<file path="src/rtl/calc_io_pkg.sv">
// Shared definitions for the calculator I/O blocks: keypad scan states and
// the default key-index width used by the core's key decoder.
package calc_io_pkg;

   typedef enum logic [2:0] {
      GAP        = 3'd0,
      LOAD       = 3'd1,
      SHIFT_LOW  = 3'd2,
      SHIFT_HIGH = 3'd3,
      EVAL       = 3'd4
   } kbd_state_t;

   localparam int NUM_KEYS_DEFAULT = 16;
   localparam int KEY_IDX_W        = $clog2(NUM_KEYS_DEFAULT);

endpackage

</file>
<file path="src/rtl/lowest_set_bit_encoder.sv">
// Priority encoder returning the index of the lowest set bit of vec and
// whether any bit is set at all.
module lowest_set_bit_encoder #(
   parameter int WIDTH = 16,
   parameter int IDX_W = $clog2(WIDTH)
) (
   input  logic [WIDTH-1:0] vec,
   output logic [IDX_W-1:0] idx,
   output logic             any
);

   // Scan from the top down so the lowest set bit is the last one written.
   always_comb begin
      idx = {IDX_W{1'b0}};
      any = 1'b0;
      for (int i = WIDTH - 1; i >= 0; i--) begin
         idx = vec[i] ? IDX_W'(i) : idx;
         any = any | vec[i];
      end
   end

endmodule

</file>
<file path="src/rtl/keypad_input_driver.sv">
// Scans a 74HC165-style keypad chain, debounces the frames and hands one key
// code per new press to the calculator core over a valid/ready handshake.
module keypad_input_driver
   import calc_io_pkg::*;
#(
   parameter int NUM_KEYS       = 16,
   parameter int DEBOUNCE_SCANS = 4,
   parameter int SCAN_GAP       = 1000
) (
   input  logic                        clk,
   input  logic                        rst,
   input  logic                        i_sr_data,
   output logic                        o_sr_clk,
   output logic                        o_sr_load_n,
   output logic [$clog2(NUM_KEYS)-1:0] o_key_code,
   output logic                        o_valid,
   input  logic                        i_ready,
   output logic [NUM_KEYS-1:0]         o_keys_debounced
);

   localparam int IDX_W = $clog2(NUM_KEYS);
   localparam int GAP_W = (SCAN_GAP > 1) ? $clog2(SCAN_GAP) : 1;
   localparam int STB_W = $clog2(DEBOUNCE_SCANS + 1);

   localparam logic [GAP_W-1:0] GAP_LAST = GAP_W'(SCAN_GAP - 1);
   localparam logic [GAP_W-1:0] GAP_ONE  = GAP_W'(1);
   localparam logic [IDX_W-1:0] IDX_TOP  = IDX_W'(NUM_KEYS - 1);
   localparam logic [IDX_W-1:0] IDX_ONE  = IDX_W'(1);
   localparam logic [STB_W-1:0] STB_MAX  = STB_W'(DEBOUNCE_SCANS);
   localparam logic [STB_W-1:0] STB_ONE  = STB_W'(1);

   kbd_state_t          state_r;
   logic [GAP_W-1:0]    gap_cnt_r;
   logic [IDX_W-1:0]    bit_cnt_r;
   logic [NUM_KEYS-1:0] frame_r;
   logic [NUM_KEYS-1:0] last_frame_r;
   logic [STB_W-1:0]    stable_cnt_r;
   logic [NUM_KEYS-1:0] reported_r;

   logic [STB_W-1:0]    stable_next_s;
   logic [NUM_KEYS-1:0] new_press_s;
   logic [NUM_KEYS-1:0] press_bit_s;
   logic [NUM_KEYS-1:0] reported_next_s;
   logic [IDX_W-1:0]    press_idx_s;
   logic                press_any_s;
   logic                fire_s;

   // Debounce counter update for the frame being evaluated.
   always_comb begin
      stable_next_s = STB_ONE;
      if (frame_r == last_frame_r) begin
         if (stable_cnt_r == STB_MAX) begin
            stable_next_s = STB_MAX;
         end else begin
            stable_next_s = stable_cnt_r + STB_ONE;
         end
      end else begin
         stable_next_s = STB_ONE;
      end
   end

   // Scan FSM: gap, load pulse, 2*NUM_KEYS-1 shift phases, then evaluate.
   always_ff @(posedge clk or posedge rst) begin
      if (rst) begin
         state_r          <= GAP;
         gap_cnt_r        <= {GAP_W{1'b0}};
         bit_cnt_r        <= {IDX_W{1'b0}};
         frame_r          <= {NUM_KEYS{1'b0}};
         last_frame_r     <= {NUM_KEYS{1'b0}};
         stable_cnt_r     <= {STB_W{1'b0}};
         o_keys_debounced <= {NUM_KEYS{1'b0}};
         o_sr_clk         <= 1'b0;
         o_sr_load_n      <= 1'b1;
      end else begin
         case (state_r)
            GAP: begin
               o_sr_clk <= 1'b0;
               if (gap_cnt_r == GAP_LAST) begin
                  state_r     <= LOAD;
                  o_sr_load_n <= 1'b0;
               end else begin
                  gap_cnt_r   <= gap_cnt_r + GAP_ONE;
                  o_sr_load_n <= 1'b1;
               end
            end
            LOAD: begin
               o_sr_load_n <= 1'b1;
               o_sr_clk    <= 1'b0;
               bit_cnt_r   <= IDX_TOP;
               state_r     <= SHIFT_LOW;
            end
            SHIFT_LOW: begin
               // Keys pull QH low when pressed.
               frame_r[bit_cnt_r] <= ~i_sr_data;
               if (bit_cnt_r == {IDX_W{1'b0}}) begin
                  state_r <= EVAL;
               end else begin
                  o_sr_clk <= 1'b1;
                  state_r  <= SHIFT_HIGH;
               end
            end
            SHIFT_HIGH: begin
               o_sr_clk  <= 1'b0;
               bit_cnt_r <= bit_cnt_r - IDX_ONE;
               state_r   <= SHIFT_LOW;
            end
            EVAL: begin
               last_frame_r <= frame_r;
               stable_cnt_r <= stable_next_s;
               if (stable_next_s == STB_MAX) begin
                  o_keys_debounced <= frame_r;
               end else begin
                  o_keys_debounced <= o_keys_debounced;
               end
               gap_cnt_r <= {GAP_W{1'b0}};
               state_r   <= GAP;
            end
            default: begin
               state_r     <= GAP;
               gap_cnt_r   <= {GAP_W{1'b0}};
               o_sr_clk    <= 1'b0;
               o_sr_load_n <= 1'b1;
            end
         endcase
      end
   end

   lowest_set_bit_encoder #(
      .WIDTH (NUM_KEYS),
      .IDX_W (IDX_W)
   ) u_lsb_enc (
      .vec (new_press_s),
      .idx (press_idx_s),
      .any (press_any_s)
   );

   // Pick the next unreported key; a released key drops out of reported.
   always_comb begin
      new_press_s     = o_keys_debounced & ~reported_r;
      fire_s          = press_any_s & (~o_valid | i_ready);
      press_bit_s     = {{(NUM_KEYS-1){1'b0}}, 1'b1} << press_idx_s;
      reported_next_s = (reported_r & o_keys_debounced)
                      | (fire_s ? press_bit_s : {NUM_KEYS{1'b0}});
   end

   // Handshake: hold code and valid while the core stalls.
   always_ff @(posedge clk or posedge rst) begin
      if (rst) begin
         o_valid    <= 1'b0;
         o_key_code <= {IDX_W{1'b0}};
         reported_r <= {NUM_KEYS{1'b0}};
      end else begin
         reported_r <= reported_next_s;
         if (fire_s) begin
            o_key_code <= press_idx_s;
            o_valid    <= 1'b1;
         end else if (i_ready) begin
            o_valid <= 1'b0;
         end else begin
            o_valid <= o_valid;
         end
      end
   end

endmodule

</file>
<file path="config.mk">
export PLATFORM = sky130hd
export DESIGN_NAME = keypad_input_driver
export DESIGN_NICKNAME = d
export VERILOG_FILES = /design/src/rtl/calc_io_pkg.sv /design/src/rtl/lowest_set_bit_encoder.sv /design/src/rtl/keypad_input_driver.sv
export SDC_FILE = /design/constraint.sdc
export NUM_CORES = 1
export LEC_CHECK = 0
export BUFFER_PORTS_ARGS = -buffer_cell sky130_fd_sc_hd__buf_2
export CORE_AREA = 2 2 89 91
export CTS_CLUSTER_SIZE = 24
export DETAILED_ROUTE_END_ITERATION = 6
export DIE_AREA = 0 0 91 93
export PLACE_DENSITY_LB_ADDON = 0.25
export RECOVER_POWER = 50
export SETUP_SLACK_MARGIN = 0.2
export SKIP_LAST_GASP = 1
export SYNTH_ARGS = -nofsm -noshare
export SYNTH_HDL_FRONTEND = slang
export SYNTH_SLANG_ARGS = --single-unit
export TNS_END_PERCENT = 20
</file>
<file path="constraint.sdc">
create_clock -name clk -period 4.09 [get_ports clk]
set_input_delay 0.818 -clock clk [delete_from_list [all_inputs] [get_ports clk]]
set_output_delay 0.818 -clock clk [all_outputs]
set_load 0.1 [all_outputs]
</file>
==> impl_metrics.py, run 1 <==
metrics = {
    "run_status": {
        "outcome": "finished with violations",
        "violations": "capacitance limit, slew limit",
    },
    "synthesis": {
        "ys_ff_latch": 91,
        "synthAdderAreaFrac_pct": 2.28,
        "synth.area.mux_share_pct": 5.69,
        "postSynthAreaPerCell_um2": 9.86,
        "synth_common_cells": "93 x nand2_1, 90 x dfrtp_1, 40 x nor2_1",
        "synth_cell_types": 49,
        "synth_top_family_by_area": "simple AND/OR/NAND/NOR gates",
        "synth_edf_count": 0,
        "synth-simple-area-share_pct": 22.6,
        "synth_largest_area_cell": "dfrtp_1",
        "synthesis.nets": 458,
        "synth-main-ff-cell": "dfrtp_1",
        "synth_compound_area_share_pct": 10.2,
        "syn_area_um2": 4400,
        "yosysSeqAreaShare_pct": 51.8,
        "synth.most_common_cell": "nand2_1",
        "async_reset_ff_share_pct": 100,
        "synthCells": 446,
        "ys_top_cells_by_area": "dfrtp_1 51%, nand2_1 7.9%, xor2_1 4.0%, mux2_4 3.4%, nor2_1 3.4%",
        "ys.warnings.count": 0,
        "synth_top_area_share_pct": 51.2,
        "synth_xor_area_share_pct": 4.98,
    },
    "final_layout": {
        "antenna_cells": 0,
        "syn_to_final_growth_pct": 8.90,
        "nets": 483,
        "drive_gt1_share_pct": 14.5,
        "regArea_um2": 2280,
        "fin_area_um2": 4790,
        "multi_input_area_um2": 2010,
        "post-route-util_pct": 63.6,
        "n_fill_cell": 649,
    },
    "worst_setup_path": {
        "worstPathRequired_ns": 4.11,
        "path_cells": "buf_2 > clkinvlp_2 > clkbuf_2",
        "cp.arrival_ns": 2.58,
        "r2r_cells": 5,
        "critical_path_class": "in -> async",
        "critPathTopFamily": "buffers and inverters",
        "crit-reg2reg-launch": "state_r[2]",
        "end_kind": "asynchronous set/reset pin",
        "slowest_stage": "clkbuf_2",
        "r2r_slack_ns": 1.73,
        "cp_slowest_stage_delay_ns": 1.55,
        "worstPathMaxFanout": 91,
        "timing.rr.end": "frame_r[0]",
        "start_kind": "primary input",
        "crit_buf_inv": 3,
    },
    "timing": {
        "slew_headroom_pct": -46.1,
        "worst_slack_ns": 1.53,
        "setup_viol": 0,
        "skew_ns": 0.00948,
        "worst_pin_slew_ns": 2.19,
        "tns_ns": 0,
        "drv_slew": 92,
        "hold_viol_final": 0,
        "rsz0062_at_grt": "no",
        "fmax_mhz": 391,
        "period_needed_ns": 2.56,
        "fin_crit_sh_pct": 62.6,
    },
    "grt": {
        "grt_pass1_vias": 3261,
        "grtUsageTotal_pct": 22.7,
        "grt_pass1_wl_mm": 15.3,
        "antenna_found_initial": 0,
        "grt_overflow_total": 0,
        "grt_max_degree": 92,
    },
    "drt": {
        "wirelength_mm": 8.96,
        "avgRoutedWirePerCell_um": 15.5,
        "drc": 0,
        "via_per_inst": 5.58,
        "postRouteAntennaNets": 0,
        "vias": 3226,
        "drt-pass1-iter-count": 6,
        "initialDrtViolationCount": 163,
    },
    "placed_design": {
        "port_buffers": 26,
        "globalplace.congestion": 0.864,
        "hpwl_mm": 6.58,
        "placed_area_um2": 4600,
        "dp_slack_ns": 1.74,
    },
    "hold_path": {
        "min_from": "reported_r[13]",
        "holdPathStages": 2,
        "hold-path-endpoint": "reported_r[13]",
        "hold_path.class": "reg -> reg",
    },
    "clocking": {
        "cts_buffer_depth": 2,
        "cts_sinks": 91,
        "cts_tree": "yes",
        "cts_made_buffers": 9,
        "clkSlewWorstSetupHoldPaths_ns": 0.09,
        "clockRootBuffer": "clkbuf_8",
        "post_cts_buffers": 0,
        "cts_resized": 0,
        "ctsHoldBuffers": 0,
        "clock_latency_ns": 0.35,
        "htree_num_levels": 3,
    },
    "flow_run": {
        "drv_cap": 1,
    },
    "floorplan": {
        "core_region_area_um2": 7530,
        "rows": 32,
        "die_x_um": 91,
        "fp.dieH_um": 93,
        "initial_core_util_pct": 58.4,
        "dieArea_um2": 8460,
        "boundaryPins": 27,
    },
    "power": {
        "finalPower_mw": 1.53,
        "power.density_nw_per_um2": 319,
        "peakVddDrop_uv": 191,
        "leakage_nw": 2.30,
    },
}
[logic make-up after synthesis]
family          Yosys count
compound gates           70
xor+xnor                 25
fa+ha+maj                 8
buf+inv                  22
flops                    91
mux                      19
simple gates            211
[stage by stage]
step                instances  hold slack (ns)
floorplan                 446            0.441
global placement          562            0.462
detailed placement        562            0.472
CTS                       578            0.496
global route              578            0.517
finish                    578            0.486
[power breakdown]
part                   switching, mW  total (mW)  internal (mW)  leakage, nW
Clock                          0.307       0.609          0.303        0.104
Sequential     0.0000000000000000284       0.899          0.899         1.16
Combinational                 0.0191      0.0208        0.00161         1.03
[routing by layer]
metal	vias up	wire length (um)	global-route usage [%]
met4	0	243	10.2
met2	59	4310	37.8
met5	-	0	0
li1	1575	-	-
met1	1573	4140	30.2
met3	19	263	2.74
[registers in the layout (all words and copies together), names as in the netlist, 3 cells and up]
register	cells
last_frame_r	16
o_key_code	4
state_r	3
gap_cnt_r	10
frame_r	16
stable_cnt_r	3
bit_cnt_r	4
reported_r	16
o_keys_debounced	16
[layout make-up]
type / instances / share of cell area [%]
Clock buffer: 11 / 2.95
Inverter: 9 / 0.731
Multi-Input combinational cell: 333 / 42.0
Sequential cell: 91 / 47.6
Tap cell: 102 / 2.66
Clock inverter: 5 / 1.28
Timing Repair Buffer: 27 / 2.82
[layout by cell type (no fill, tap or decap), types with 10 or more instances in the layout]
master | synthesis | final
xor2_1 | 20 | 20
nand2b_1 | 14 | 14
nand2_1 | 93 | 93
nor3_1 | 14 | 14
nand3_1 | 16 | 16
nor2_1 | 40 | 40
o21ai_0 | 24 | 24
clkbuf_8 | 0 | 10
nor2b_1 | 12 | 12
dfrtp_1 | 90 | 90
mux2_4 | 10 | 10
buf_2 | 0 | 26
a21oi_1 | 16 | 16
[worst max-delay path by stage]
stage | from | end | slack (ns) | cells past startpoint
after floorplan | rst | bit_cnt_r[0] | 0.91 | 1
after global placement | state_r[2] | stable_cnt_r[2] | 1.81 | 6
after detailed placement | state_r[2] | stable_cnt_r[2] | 1.74 | 6
after CTS | state_r[2] | stable_cnt_r[2] | 1.74 | 6
after global routing | rst | last_frame_r[13] | 1.04 | 3
final | rst | o_keys_debounced[5] | 1.53 | 3
[tightest hold or removal path: stages, from the launching register on]
cell,delay (ns)
dfrtp_1,0.35
nand2_1,0.04
o21ai_0,0.06
(Power assumes the default switching activity.)
==> run 2, diff against run 1 <==
--- a/config.mk
+++ b/config.mk
@@ -5,6 +5,7 @@
 export SDC_FILE = /design/constraint.sdc
 export NUM_CORES = 1
 export LEC_CHECK = 0
+export ABC_AREA = 1
 export BUFFER_PORTS_ARGS = -buffer_cell sky130_fd_sc_hd__buf_2
 export CORE_AREA = 2 2 89 91
 export CTS_CLUSTER_SIZE = 24
==> constraint.sdc (replaced) <==
create_clock -name clk -period 2.53 [get_ports clk]
set_input_delay 0.506 -clock clk [delete_from_list [all_inputs] [get_ports clk]]
set_output_delay 0.506 -clock clk [all_outputs]
set_load 0.1 [all_outputs]
==> run 2 against run 1 <==
  * The run now ends clean
  * Non-clock buffer count is 5 higher
  * Clock skew rose by 0.0028 ns
  * Sequential power rose by 62%
  * First-iteration DRC count down 8.6%
  * Combinational power grew to 2.7 times the previous value
  * Synthesized area increased by 0.34%
  * Critical endpoint unchanged
  * Sequential share of layout area fell by 1.0 points
  * Routed wire length fell by 2.8%
  * Flip-flop and latch count is the same
  * Largest cell class unchanged
==> impl_metrics.py, run 2 <==
metrics = {
    "grt": {
        "grtUsageTotal_pct": 22.1,
        "grt_pass1_vias": 3278,
        "grt_pass1_wl_mm": 14.9,
        "grt_max_degree": 92,
        "top_usage_layer": "met2",
        "use_met2_pct": 38.0,
        "grtUsageMet1_pct": 27.8,
        "use_met3_pct": 3.46,
        "antenna_found_initial": 0,
        "grt_overflow_total": 0,
    },
    "placed_design": {
        "globalplace.congestion": 0.940,
        "port_buffers": 26,
        "dp_slack_ns": 0.282,
        "hpwl_mm": 6.25,
    },
    "synthesis": {
        "ys.warnings.count": 0,
        "postSynthAreaPerCell_um2": 8.47,
        "synth_cell_types": 32,
        "synth_compound_area_share_pct": 13.0,
        "synth_top_family_by_area": "simple AND/OR/NAND/NOR gates",
        "synth.area.mux_share_pct": 0,
        "ys_top_cells_by_area": "dfrtp_1 51%, nand2_1 12%, inv_1 6.5%, o21ai_0 4.1%, nor2_1 3.7%",
        "async_reset_ff_share_pct": 100,
        "synthCells": 521,
        "synthAdderAreaFrac_pct": 2.27,
        "synth_xor_area_share_pct": 2.18,
        "synthesis.nets": 533,
        "synth-main-ff-cell": "dfrtp_1",
        "syn_area_um2": 4410,
        "synth_top_area_share_pct": 51.0,
        "synth.most_common_cell": "nand2_1",
        "synth_largest_area_cell": "dfrtp_1",
        "yosysSeqAreaShare_pct": 51.6,
        "synth_common_cells": "137 x nand2_1, 90 x dfrtp_1, 77 x inv_1",
        "ys_ff_latch": 91,
        "synth-simple-area-share_pct": 22.8,
        "synth_edf_count": 0,
    },
    "final_layout": {
        "n_fill_cell": 659,
        "mostFrequentLayoutCells": "138 x nand2_1, 90 x dfrtp_1, 76 x inv_1",
        "drive_gt1_share_pct": 13.7,
        "nets": 569,
        "antenna_cells": 0,
        "syn_to_final_growth_pct": 11.0,
        "final_common_cell": "nand2_1",
    },
    "power": {
        "power_frac_seq_pct": 56.6,
        "p_comb_share_pct": 2.2,
        "swShare_pct": 21.7,
        "finalPower_mw": 2.57,
        "switchingPower_mw": 0.557,
        "power.density_nw_per_um2": 525,
        "p_int_mw": 2.02,
        "leakage_nw": 2.56,
        "peakVddDrop_uv": 291,
        "pwr-share-clk_pct": 41.2,
    },
    "timing": {
        "skew_ns": 0.0123,
        "setup_viol": 0,
        "rsz0062_at_grt": "yes",
        "fmax_mhz": 456,
        "worst_pin_slew_ns": 1.20,
        "drv_slew": 0,
        "tns_ns": 0,
        "fin_crit_sh_pct": 86.7,
        "period_needed_ns": 2.19,
        "slew_headroom_pct": 19.7,
        "worst_slack_ns": 0.337,
        "hold_viol_final": 0,
    },
    "floorplan": {
        "core_region_area_um2": 7530,
        "dieArea_um2": 8460,
        "die_x_um": 91,
        "boundaryPins": 27,
        "fp.dieH_um": 93,
        "initial_core_util_pct": 58.6,
        "rows": 32,
    },
    "clocking": {
        "cts_sinks": 91,
        "cts_tree": "yes",
        "htree_num_levels": 3,
        "ctsHoldBuffers": 0,
        "clock_latency_ns": 0.36,
        "cts_made_buffers": 9,
        "clkSlewWorstSetupHoldPaths_ns": 0.09,
        "clockRootBuffer": "clkbuf_8",
        "cts_buffer_depth": 2,
    },
    "worst_setup_path": {
        "r2r_cells": 11,
        "critical_path_class": "reg -> reg",
        "timing.rr.end": "o_keys_debounced[5]",
        "worstPathRequired_ns": 2.78,
        "crit-reg2reg-launch": "state_r[0]",
        "worstPathMaxFanout": 16,
        "start_kind": "flip-flop",
        "r2r_slack_ns": 0.34,
        "cp-startpoint": "state_r[0]",
        "crit_end": "o_keys_debounced[5]",
        "end_kind": "flip-flop",
        "cp.arrival_ns": 2.44,
    },
    "drt": {
        "via_per_inst": 5.14,
        "avgRoutedWirePerCell_um": 13.1,
        "vias": 3411,
        "initialDrtViolationCount": 149,
        "drc": 0,
        "postRouteAntennaNets": 0,
        "wirelength_mm": 8.71,
        "drt-pass1-iter-count": 4,
    },
    "hold_path": {
        "hold_path.class": "in -> reg",
    },
    "flow_run": {
        "drv_cap": 0,
    },
    "run_status": {
        "outcome": "completed",
    },
}
==> run 2: changes by cell type after synthesis, moves of 13 or more <==
cell / change
nand4_1: +13
xor2_1: -13
nand2_1: +44
inv_1: +68
o21ai_2: +15
nand2b_1: -14
==> run 2: per-stage QoR <==
step / instances / area (um^2) / util, % / hold WS (ns)
6_report: 664 / 4900 / 65.1 / 0.337
5_1_grt: 664 / 4900 / 65.1 / 0.366
4_1_cts: 661 / 4870 / 64.7 / 0.289
3_5_place_dp: 645 / 4660 / 61.9 / 0.454
3_3_place_gp: 645 / 4660 / 61.9 / 0.454
2_1_floorplan: 521 / 4420 / - / 0.446
==> run 2: layout make-up <==
class	instances	area [um^2]	area share [%]
clock inverter	7	91.3	1.86
sequential	91	2280	46.5
timing repair buffer	32	183	3.73
multi-input combinational	344	1790	36.5
clock buffer	9	124	2.53
tap	102	128	2.61
inverter	79	305	6.23
==> run 2: power groups by stage <==
stage | Sequential, mW | Clock (mW) | Combinational (mW)
global route | 1.46 | 1.14 | 0.0647
detailed placement | 1.49 | 0 | 0.0625
CTS | 1.46 | 1.09 | 0.0627
floorplan | 1.50 | 0 | 0.0253
global placement | 1.49 | 0 | 0.0622
finish | 1.46 | 1.06 | 0.0569
==> run 2: layer usage <==
metal / vias up / routed length (um)
met5: - / 0
met4: 0 / 254
met2: 73 / 4310
li1: 1745 / -
met1: 1574 / 3850
met3: 19 / 284
==> run 2: critical path: stages, from the launching register on <==
cell     delay (ns)
dfrtp_1        0.40
inv_1          0.07
nand2_1        0.15
nor2_8         0.18
nand4_1        0.13
nor4_2         0.14
nand2_1        0.12
nor4_4         0.24
buf_4          0.20
nand3_4        0.20
nand2_1        0.17
o21ai_2        0.07
==> run 2: logic make-up after synthesis <==
| family | Yosys count |
|---|---|
| AO/OA/AOI/OAI | 94 |
| flip-flops | 91 |
| AND/OR/NAND/NOR | 230 |
| buffers and inverters | 87 |
| adder cells (fa/ha/maj) | 8 |
| XOR/XNOR | 11 |
==> run 2: timing repair <==
action / in CTS / in global routing
buffers inserted: 0 / 2
resized for setup: 0 / 1
endpoints found under the setup margin: 0 / 16
==> run 2: worst min path at each step <==
| stage | from | end | cells past startpoint |
|---|---|---|---|
| 3_5_place_dp | o_key_code[3] | o_key_code[3] | 2 |
| 4_1_cts | rst | reported_r[6] | 3 |
| 5_1_grt | i_ready | o_valid | 2 |
| 6_report | i_ready | o_valid | 2 |
| 3_3_place_gp | o_key_code[3] | o_key_code[3] | 2 |
| 2_1_floorplan | reported_r[10] | reported_r[10] | 2 |
==> run 3, diff against run 2 <==
--- a/config.mk
+++ b/config.mk
@@ -7,15 +7,16 @@
 export LEC_CHECK = 0
 export ABC_AREA = 1
 export BUFFER_PORTS_ARGS = -buffer_cell sky130_fd_sc_hd__buf_2
-export CORE_AREA = 2 2 89 91
+export CORE_AREA = 2 2 92 94
 export CTS_CLUSTER_SIZE = 24
 export DETAILED_ROUTE_END_ITERATION = 6
-export DIE_AREA = 0 0 91 93
+export DIE_AREA = 0 0 94 96
 export PLACE_DENSITY_LB_ADDON = 0.25
 export RECOVER_POWER = 50
 export SETUP_SLACK_MARGIN = 0.2
 export SKIP_LAST_GASP = 1
 export SYNTH_ARGS = -nofsm -noshare
 export SYNTH_HDL_FRONTEND = slang
+export SYNTH_HIERARCHICAL = 1
 export SYNTH_SLANG_ARGS = --single-unit
 export TNS_END_PERCENT = 20
==> run 3 against run 2 <==
  * Design area grew 3.8%
  * Die area increased by 6.6%
  * Routed wire length is 11% higher
  * Worst setup slack better by 0.095 ns
  * Hold slack gained 0.084 ns
  * Synthesized area up 5.4%
  * Via count increased by 16%
  * Register-to-register slack improved by 0.09 ns
  * Fmax is 4.5% higher
  * Clock skew is 0.0015 ns lower
  * Highest routed layer unchanged
==> impl_metrics.py, run 3 <==
metrics = {
    "worst_setup_path": {
        "cp.arrival_ns": 2.32,
        "r2r_slack_ns": 0.43,
        "start_kind": "flip-flop",
        "end_kind": "flip-flop",
        "critical_path_class": "reg -> reg",
        "worstPathRequired_ns": 2.76,
        "worstPathMaxFanout": 5,
    },
    "synthesis": {
        "synth_cell_types": 31,
        "synth-main-ff-cell": "dfrtp_1",
        "ys.warnings.count": 6,
        "async_reset_ff_share_pct": 100,
        "synth_edf_count": 0,
        "yosysSeqAreaShare_pct": 49.0,
        "syn_area_um2": 4650,
        "synthesis.nets": 627,
        "synth_largest_area_cell": "dfrtp_1",
        "synthCells": 615,
        "postSynthAreaPerCell_um2": 7.57,
        "synth_common_cells": "198 x nand2_1, 90 x dfrtp_1, 82 x inv_1",
        "synth.most_common_cell": "nand2_1",
        "ys_ff_latch": 91,
        "synth_top_area_share_pct": 48.4,
        "ys_top_cells_by_area": "dfrtp_1 48%, nand2_1 16%, inv_1 6.6%, nor2_1 5.1%, o21ai_0 4.5%",
    },
    "timing": {
        "worst_slack_ns": 0.432,
        "slew_headroom_pct": 20.5,
        "fmax_mhz": 477,
        "setup_viol": 0,
        "skew_ns": 0.0108,
        "fin_crit_sh_pct": 82.9,
        "rsz0062_at_grt": "no",
        "tns_ns": 0,
        "hold_viol_final": 0,
        "drv_slew": 0,
        "period_needed_ns": 2.10,
        "worst_pin_slew_ns": 1.19,
    },
    "floorplan": {
        "core_region_area_um2": 8050,
        "die_x_um": 94,
        "fp.dieH_um": 96,
        "boundaryPins": 27,
        "rows": 33,
        "dieArea_um2": 9020,
        "initial_core_util_pct": 57.8,
    },
    "placed_design": {
        "port_buffers": 26,
        "hpwl_mm": 7.09,
        "dp_slack_ns": 0.512,
        "globalplace.congestion": 0.924,
        "placed_cells": 741,
    },
    "drt": {
        "avgRoutedWirePerCell_um": 12.8,
        "initialDrtViolationCount": 238,
        "wirelength_mm": 9.67,
        "drt-pass1-iter-count": 5,
        "drc": 0,
        "via_per_inst": 5.20,
        "vias": 3940,
        "postRouteAntennaNets": 0,
    },
    "grt": {
        "grt_pass1_vias": 3647,
        "use_met2_pct": 39.9,
        "antenna_found_initial": 0,
        "use_met3_pct": 4.70,
        "top_usage_layer": "met2",
        "grt_overflow_total": 0,
        "grt_pass1_wl_mm": 16.7,
        "grtUsageMet1_pct": 30.5,
        "grtUsageTotal_pct": 23.6,
        "grt_max_degree": 92,
    },
    "power": {
        "p_int_mw": 1.92,
        "peakVddDrop_uv": 318,
        "pwr-share-clk_pct": 39.6,
        "swShare_pct": 22.2,
        "switchingPower_mw": 0.546,
        "finalPower_mw": 2.46,
        "leakage_nw": 2.71,
        "power.density_nw_per_um2": 484,
        "power_frac_seq_pct": 59.0,
        "p_comb_share_pct": 1.4,
    },
    "clocking": {
        "post_cts_buffers": 0,
        "clkSlewWorstSetupHoldPaths_ns": 0.10,
        "cts_tree": "yes",
        "cts_sinks": 91,
        "clockRootBuffer": "clkbuf_8",
        "clock_latency_ns": 0.36,
        "cts_resized": 0,
        "htree_num_levels": 3,
        "cts_made_buffers": 9,
        "cts_buffer_depth": 2,
        "ctsHoldBuffers": 0,
    },
    "final_layout": {
        "antenna_cells": 0,
        "nets": 659,
        "syn_to_final_growth_pct": 9.27,
        "post-route-util_pct": 63.2,
        "mostFrequentLayoutCells": "199 x nand2_1, 90 x dfrtp_1, 82 x inv_1",
        "drive_gt1_share_pct": 10.1,
        "instances_no_fill": 757,
        "final_common_cell": "nand2_1",
    },
    "hold_path": {
        "hold_path.class": "in -> reg",
    },
    "flow_run": {
        "drv_cap": 0,
    },
    "run_status": {
        "outcome": "completed",
    },
}
-- run 3: worst paths after layout --
path | from | end | cells past startpoint
max | o_keys_debounced[13] | reported_r[6] | 19
min | i_ready | o_valid | 4
max reg2reg | o_keys_debounced[13] | reported_r[6] | 19
min reg2reg | o_key_code[3] | o_key_code[3] | 2
max in group asynchronous | rst | bit_cnt_r[0] | 3
min in group asynchronous | rst | gap_cnt_r[8] | 3
-- run 3: layout make-up --
class                   count  area [um^2]
flip-flops and latches     91         2280
repair buffers             30          159
inverters                  95          360
fillers                   722         2970
clock inverters             6         65.1
well taps                 105          131
multi-input cells         420         1960
clock buffers              10          128
-- run 3: cell families (layout without fill, tap and decap cells) --
kind of cell	Yosys count	after routing	share of synthesized area, %
buffers and inverters	104	141	8.74
and+or+nand+nor	329	329	29.8
DFF	91	91	49.0
AOI/OAI and AO/OA	72	72	8.31
xor gates and xnor gates	11	11	2.07
adders and majority gates	8	8	2.15
-- run 3: worst max-delay path, cell delays in order, from the launching register on --
cell and delay (ns):
dfrtp_1 0.39, inv_1 0.05, nor2_1 0.17, inv_1 0.08
nand2_1 0.07, nand2_1 0.04, nand2_1 0.05, nand2_1 0.05
nand2_1 0.05, nand2_1 0.05, nand2_1 0.06, nand2_1 0.05
nand2_1 0.05, nand2_1 0.05, nand2_1 0.05, nand2_1 0.06
a21oi_2 0.23, inv_1 0.14, nand3_1 0.15, o21ai_0 0.12
-- run 3: layer usage --
metal | wire length (um) | part of all wire, %
met1 | 4370 | 45
met2 | 4680 | 48
met3 | 435 | 4.5
met4 | 187 | 1.9
met5 | 0 | 0
-- run 3: metrics by stage --
stage	instance area (um^2)	hold slack, ns
2_1_floorplan	4660	0.454
3_3_place_gp	4910	0.465
3_5_place_dp	4910	0.462
4_1_cts	5100	0.296
5_1_grt	5090	0.447
6_report	5090	0.421
-- run 3: power by group through the flow --
stage / clock network, mW / logic (mW) / registers (mW)
floorplan: 0 / 0.0240 / 1.48
detailed placement: 0 / 0.0398 / 1.48
global route: 1.05 / 0.0417 / 1.45
global placement: 0 / 0.0394 / 1.48
CTS: 0.985 / 0.0397 / 1.45
finish: 0.974 / 0.0343 / 1.45
